File: src/rtl/serial_neg_scheduler.sv
// -----------------------------------------------------------------------------
// serial_neg_scheduler
//
// Arbitrates between two requesters that want a WIDTH-bit word negated. The
// operation runs on an external bit-serial negator. The served operand is
// streamed out LSB first on neg_in. neg_out is collected into a result shift
// register, and the finished word is presented on dout with a one-cycle done.
//
// Sequence per operation:
//   IDLE  -> grant one requester, pulse its ack, capture din and id
//   CLR   -> one cycle of neg_reset so the negator forgets the last operand
//   SHIFT -> WIDTH cycles, one operand bit out and one result bit in per cycle
//   DONE  -> done pulse, dout/dout_id already valid
//
// Ports:
//   clk        in   clock; all state updates on the rising edge
//   reset      in   asynchronous, active-high reset
//   req0/req1  in   requester 0/1 wants a word negated (held until acked)
//   din0/din1  in   operand of requester 0/1 (stable while its req is high)
//   ack0/ack1  out  operand of requester 0/1 is captured at this cycle's edge
//   busy       out  any state other than IDLE
//   done       out  one-cycle pulse; dout/dout_id are valid
//   dout       out  two's complement negation of the served operand
//   dout_id    out  requester index that dout belongs to
//   neg_in     out  serial operand bit to the negator, LSB first
//   neg_reset  out  clears the negator's "seen a 1" state
//   neg_out    in   negator serial output (combinational from neg_in)
// -----------------------------------------------------------------------------
module serial_neg_scheduler #(
  parameter int WIDTH = 8
) (
  input  logic             clk,
  input  logic             reset,
  input  logic             req0,
  input  logic             req1,
  input  logic [WIDTH-1:0] din0,
  input  logic [WIDTH-1:0] din1,
  output logic             ack0,
  output logic             ack1,
  output logic             busy,
  output logic             done,
  output logic [WIDTH-1:0] dout,
  output logic             dout_id,
  output logic             neg_in,
  output logic             neg_reset,
  input  logic             neg_out
);

  localparam int CW = $clog2(WIDTH + 1);
  localparam logic [CW-1:0] LAST_BIT = CW'(WIDTH - 1);

  typedef enum logic [1:0] {
    S_IDLE,
    S_CLR,
    S_SHIFT,
    S_DONE
  } state_t;

  state_t           r_state;
  logic [WIDTH-1:0] r_op;       // operand, shifted right one bit per SHIFT cycle
  logic [WIDTH-1:0] r_res;      // result, neg_out enters at the MSB
  logic [WIDTH-1:0] r_dout;
  logic             r_dout_id;
  logic             r_id;       // requester of the operation in flight
  logic             r_last;     // requester served most recently
  logic [CW-1:0]    r_cnt;

  logic             w_any_req;
  logic             w_grant_id;
  logic             w_grant;
  logic [WIDTH-1:0] w_res_next;

  // NOTE: every signal driven in always_comb gets a value on every path.
  // Otherwise the tool infers a latch.
  always_comb begin
    w_any_req  = req0 | req1;
    // Round-robin: if both are asking, serve the one that did not go last.
    // If only one is asking, req1 alone selects its own index.
    w_grant_id = (req0 && req1) ? ~r_last : req1;
    // reset gates the grant. Requests held through reset are not acked
    // until reset is released.
    w_grant    = (r_state == S_IDLE) && w_any_req && !reset;
    w_res_next = {neg_out, r_res[WIDTH-1:1]};
  end

  // ack is combinational on purpose. It must appear in the same IDLE cycle
  // whose closing edge captures the operand.
  assign ack0      = w_grant && !w_grant_id;
  assign ack1      = w_grant &&  w_grant_id;
  assign busy      = (r_state != S_IDLE);
  assign done      = (r_state == S_DONE);
  assign dout      = r_dout;
  assign dout_id   = r_dout_id;
  assign neg_in    = (r_state == S_SHIFT) && r_op[0];
  assign neg_reset = reset || (r_state == S_CLR);

  // NOTE: sequential state uses non-blocking assignments only. All registers
  // then update together on the edge, whatever order the statements are in.
  always_ff @(posedge clk or posedge reset) begin
    if (reset) begin
      r_state   <= S_IDLE;
      r_op      <= '0;
      r_res     <= '0;
      r_dout    <= '0;
      r_dout_id <= 1'b0;
      r_id      <= 1'b0;
      r_last    <= 1'b1;
      r_cnt     <= '0;
    end else begin
      unique case (r_state)
        S_IDLE: begin
          if (w_grant) begin
            r_op    <= w_grant_id ? din1 : din0;
            r_id    <= w_grant_id;
            r_last  <= w_grant_id;
            r_state <= S_CLR;
          end
        end
        S_CLR: begin
          r_cnt   <= '0;
          r_res   <= '0;
          r_state <= S_SHIFT;
        end
        S_SHIFT: begin
          r_op  <= r_op >> 1;
          r_res <= w_res_next;
          r_cnt <= r_cnt + CW'(1);
          // The last bit goes straight into dout, so dout is valid while
          // done is high.
          if (r_cnt == LAST_BIT) begin
            r_dout    <= w_res_next;
            r_dout_id <= r_id;
            r_state   <= S_DONE;
          end
        end
        S_DONE: begin
          r_state <= S_IDLE;
        end
        default: r_state <= S_IDLE;
      endcase
    end
  end

endmodule

File: config.mk
export PLATFORM = sky130hd
export DESIGN_NAME = serial_neg_scheduler
export DESIGN_NICKNAME = d
export VERILOG_FILES = /design/src/rtl/serial_neg_scheduler.sv
export SDC_FILE = /design/constraint.sdc
export NUM_CORES = 1
export LEC_CHECK = 0
export ABC_AREA = 1
export CELL_PAD_IN_SITES_DETAIL_PLACEMENT = 0
export CELL_PAD_IN_SITES_GLOBAL_PLACEMENT = 2
export CORE_MARGIN = 2
export CORE_UTILIZATION = 29
export DETAILED_ROUTE_END_ITERATION = 12
export GPL_TIMING_DRIVEN = 0
export PLACE_DENSITY = 0.82
export SYNTH_ARGS = -nofsm -noshare
export SYNTH_HDL_FRONTEND = slang
export SYNTH_SLANG_ARGS = --single-unit
File: constraint.sdc
create_clock -name clk -period 1.6 [get_ports clk]
set_input_delay 0.24 -clock clk [delete_from_list [all_inputs] [get_ports clk]]
set_output_delay 0.24 -clock clk [all_outputs]
set_load 0.02 [all_outputs]
Yosys cells after proc, flatten, opt, wreduce, memory -nomap -nowiden

Cells that the tools add are included.

Register bits after elaboration: 33
Input port bits: 21
Output and inout port bits: 15
Word-level logic and storage cells: 43

$add $sub $neg: 1
Eq/ne operators: 6
Mux-type cells: 9
Bitwise operators: 2
Reduce and logical (&&, ||, !) cells: 17

Operators with widths:

| kind                | count |
|---|---|
| $pmux 8 s2          | 2 |
| $mux 8              | 2 |
| $pmux 2 s4          | 1 |
| $pmux 4 s2          | 1 |
| $reduce_and 2->1    | 4 |
| $logic_and 1x1->1   | 6 |
| $reduce_bool 2->1   | 3 |
| $add 4x1->4 const B | 1 |
| $eq 2x2->1 const B  | 2 |
| $eq 4x3->1 const B  | 1 |
| $mux 2              | 2 |
| $eq 2x1->1 const B  | 1 |
| $logic_not 1->1     | 2 |
| $logic_not 2->1     | 1 |
| $ne 2x1->1 const B  | 1 |
| $ne 2x2->1 const B  | 1 |
| $logic_or 1x1->1    | 1 |
| $mux 1              | 1 |
| $not 1->1           | 1 |
| $or 1x1->1          | 1 |

Logic depth before layout (Yosys ltp)

Word-level depth: 5
Gate-level depth with buffers: 9
Gate-level depth less buffers: 9

Least setup slack after synthesis

Ideal clock, no wire load.

Path kind: register to output
Start: reg r_state[0]
End: out ack1
Arrival: 1462 ps
Path slack: -102 ps
Stages on the path, launching flop included: 8
Path through: dfrtp_1 -> inv_1 -> ha_1 -> inv_1 -> nor2_2 -> nand2_4 -> buf_8 -> nor2_1

Cells in the longest elaborated chain, start to end: 4

Ends and longest elaborated chain:

| what                           | RTL line | source |
|---|---|---|
| start, declared                | 59       | `state_t r_state;` |
| start signal, assigned         | 101      | `r_state <= S_IDLE;` |
| start signal, assigned         | 116      | `r_state <= S_CLR;` |
| start signal, assigned         | 122      | `r_state <= S_SHIFT;` |
| $logic_not 2->1                | 82       | `w_grant = (r_state == S_IDLE) && w_any_req && !reset;` |
| $logic_and 1x1->1 (2 in a row) | 82       |  |
| $logic_and 1x1->1              | 89       | `assign ack1 = w_grant && w_grant_id;` |
| end, declared                  | 39       | `output logic ack1,` |

No other way between the ends.

Worst setup path in the final report

Start: reg r_state[0]
End: out ack0

Cells in the longest elaborated chain, start to end: 4

Ends and longest elaborated chain:

| what                           | RTL line | source |
|---|---|---|
| $logic_not 2->1                | 82       |  |
| $logic_and 1x1->1 (2 in a row) | 82       |  |
| $logic_and 1x1->1              | 88       | `assign ack0 = w_grant && !w_grant_id;` |
| end, declared                  | 38       | `output logic ack0,` |

No other way between the ends.

==> flow_summary.json <==
{
  "status": "complete, but fails checks",
  "violations": "negative setup slack",
  "vdd_ir_drop_max_mv": 0.908,
  "worst_setup_path_start_kind": "flip-flop",
  "post_synth_instance_area_mm2": 0.00164,
  "tritoncts.num_buffers": 5,
  "worstPathArrival_ps": 1500,
  "xor_xnor_portion_of_the_synthesized_cell_area_pct": 0.535,
  "drtPass1Iterations": 4,
  "worst-endpoint-required_ps": 1360,
  "clock_latency_ps": 280,
  "clk_root_buffer_cell": "sky130_fd_sc_hd__clkbuf_8",
  "report.final.slew_viol_count": 0,
  "maximum_clock_rate_mhz": 576,
  "max_cap_violations": 0,
  "worst_setup_hold_path_clk_slew_ps": 70,
  "setup_violations": 4,
  "totalNegativeSetupSlack_ps": -395,
  "dpl_worst_slack_ps": -534,
  "first_iter_violations": 73,
  "cp_max_fo": 3,
  "leakagePower_nw": 1.12,
  "floorplan.initialDensity_pct": 29.9,
  "numClockSinks": 32,
  "most_used_cells_in_the_layout_excluding_fill_and_tap_cells": "40 x sky130_fd_sc_hd__nand2_1, 33 x sky130_fd_sc_hd__nand3_1, 31 x sky130_fd_sc_hd__dfrtp_1, 28 x sky130_fd_sc_hd__clkdlybuf4s50_1, 14 x sky130_fd_sc_hd__buf_4",
  "final.setup.worst_slack_ps": -136,
  "muxShareOfSynthArea_pct": 0,
  "fin_crit_ps": 1740,
  "initial_antenna_violation_count": 0,
  "final_layout_size_suffix_gt1_share_pct": 29.8,
  "max-slew-margin-rel_pct": 59.3,
  "vias": 1427,
  "tritoncts": "built",
  "ctsHoldBuffers": 0,
  "worstHoldPathType": "input pin to flip-flop",
  "placement.io_buffers": 34,
  "share_of_the_synthesized_area_in_compound_gates_ao_oa_aoi_oai_pct": 9.02,
  "ys_types": 27,
  "rsz_0062_raised_after_global_routing": "true",
  "max_slew.worst_pin.slew_ps": 607,
  "power_density_mw_per_mm2": 1510,
  "gp_congestion": 0.753,
  "path_class": "flip-flop to output port",
  "combinational_family_with_the_most_area_after_synthesis": "simple AND/OR/NAND/NOR gates",
  "flow.area_growth_from_synthesis_pct": 46.5,
  "largest_net_degree_at_the_start_of_global_routing": 33,
  "cts_max_path_buffers": 2,
  "die_footprint_mm2": 0.00626,
  "fp-row-count": 27,
  "grt_pass1_wl_um": 6060,
  "design.final.nets": 271,
  "floorplan.core_area_mm2": 0.00547,
  "synth_sequential_area_ratio_pct": 49.0,
  "synth_enable_flop_cells": 0,
  "antennaDiodeCount": 0,
  "ys_dominant_reg_cell": "sky130_fd_sc_hd__dfrtp_1",
  "post_syn_instances": 185,
  "first_global_vias": 1320,
  "dp.final_hpwl_um": 2460,
  "total_length_of_routed_wires_um": 3700,
  "grtUsageTotal_pct": 12.2,
  "period_share_pct": 109,
  "yosys_register_bits": 32,
  "postSynthAreaPerCell_um2": 8.85,
  "mostFrequentLayoutCell": "sky130_fd_sc_hd__nand2_1",
  "route.detailed.drc": 0,
  "grt.overflow.total": 0,
  "synth_simple_gate_area_share_pct": 29.1,
  "worst_clock_skew_ps": 2.62,
  "die_y_um": 79.1,
  "drtAntennaViolNets": 0,
  "vias_per_cell": 4.50,
  "asyncSetResetFlopFracSynth_pct": 100,
  "htreeDepth": 2,
  "synthAdderAreaFrac_pct": 4.59,
  "route.detailed.wl_per_inst_um": 11.7,
  "io-pin-count": 36,
  "synth_warnings": 0,
  "critical_path_capture_point_type": "output port",
  "hold_viol_final": 0,
  "number_of_nets_produced_by_synthesis": 212,
  "dieWidth_um": 79.1
}
## logic make-up (layout without fill, tap and decap cells)
family                     after synthesis  count (layout)
AOI/OAI and AO/OA                       21              21
and+or+nand+nor                         99              99
buffers and inverters                   26              86
adders and majority gates                6               6
xor gates and xnor gates                 1               1
DFF                                     32              32
## Yosys cell counts, types with 2 or more instances
library cell / number / area, um^2
sky130_fd_sc_hd__inv_1: 16 / 60.1
sky130_fd_sc_hd__nand2_4: 2 / 22.5
sky130_fd_sc_hd__or2_1: 2 / 12.5
sky130_fd_sc_hd__buf_2: 3 / 15.0
sky130_fd_sc_hd__dfrtp_1: 31 / 776
sky130_fd_sc_hd__inv_2: 2 / 7.51
sky130_fd_sc_hd__a21oi_1: 4 / 20.0
sky130_fd_sc_hd__nand3_1: 33 / 165
sky130_fd_sc_hd__buf_4: 2 / 15.0
sky130_fd_sc_hd__nand2_1: 42 / 158
sky130_fd_sc_hd__nor2_1: 5 / 18.8
sky130_fd_sc_hd__ha_1: 6 / 75.1
sky130_fd_sc_hd__o21ai_2: 9 / 78.8
sky130_fd_sc_hd__or2_2: 7 / 43.8
sky130_fd_sc_hd__nor2_2: 2 / 12.5
sky130_fd_sc_hd__o22ai_1: 7 / 43.8
sky130_fd_sc_hd__nand2_2: 2 / 12.5
## timing repair
| action | CTS | global route |
|---|---|---|
| cloned | 0 | 1 |
| setup buffers | 7 | 9 |
| pin swaps | 3 | 3 |
| resized for setup | 35 | 15 |
| endpoints found under the setup margin | 6 | 12 |
| endpoints found under the hold margin | 0 | 0 |
## metal layers
layer,up-vias,track usage [%],routed length (um)
li1,724,-,-
met1,683,17.2,1820
met2,20,18.2,1790
met3,0,3.41,90
met4,0,3.62,0
met5,-,0,0
## where the power goes
part / total [W] / internal [W] / switching, W
Sequential: 0.00112 / 0.00101 / 0.000110
Combinational: 0.00187 / 0.000847 / 0.00102
Clock: 0.000632 / 0.000351 / 0.000281
Total: 0.00362 / 0.00221 / 0.00141
## flip-flops by register name, indices dropped and copies added, names as in the netlist
name     flops
dout_id      1
r_cnt        4
r_state      2
dout         8
r_op         8
r_res        7
r_id         1
r_last       1
## per-stage QoR
stage	instance area [um^2]	std cells	util [%]	total power [W]	hold WS (ps)
4_1_cts	2260	306	41.3	0.00340	380
2_1_floorplan	1650	185	-	0.00215	355
3_3_place_gp	2080	291	38.0	0.00256	466
3_5_place_dp	2080	291	38.0	0.00256	471
5_1_grt	2400	317	43.8	0.00390	420
6_report	2400	317	43.8	0.00362	381
## final timing paths
kind,depth (start not counted),from,slack (ps),end
max reg2reg,9,r_state[0],50,r_op[1]
min reg2reg,2,dout[3],480,dout[3]
min in group asynchronous,2,reset,390,r_op[3]
min,5,req1,380,r_op[6]
max,8,r_state[0],-140,ack0
max in group asynchronous,3,reset,770,dout[3]
## critical path, stage by stage, from the launching register on
cell and delay (ps):
sky130_fd_sc_hd__dfrtp_1 420, sky130_fd_sc_hd__inv_2 100, sky130_fd_sc_hd__ha_4 150, sky130_fd_sc_hd__inv_4 40
sky130_fd_sc_hd__nor2_4 90, sky130_fd_sc_hd__nand2_4 90, sky130_fd_sc_hd__buf_12 130, sky130_fd_sc_hd__nor2_4 90
sky130_fd_sc_hd__buf_6 120
## area by class of cell
cell class	count	area, um^2
Buffer	8	73.8
Clock buffer	8	90.1
Fill cell	568	3080
Inverter	18	72.6
Multi-Input combinational cell	127	759
Sequential cell	32	802
Tap cell	72	90.1
Timing Repair Buffer	52	509
Note: power is estimated with default switching activity, not from simulation.
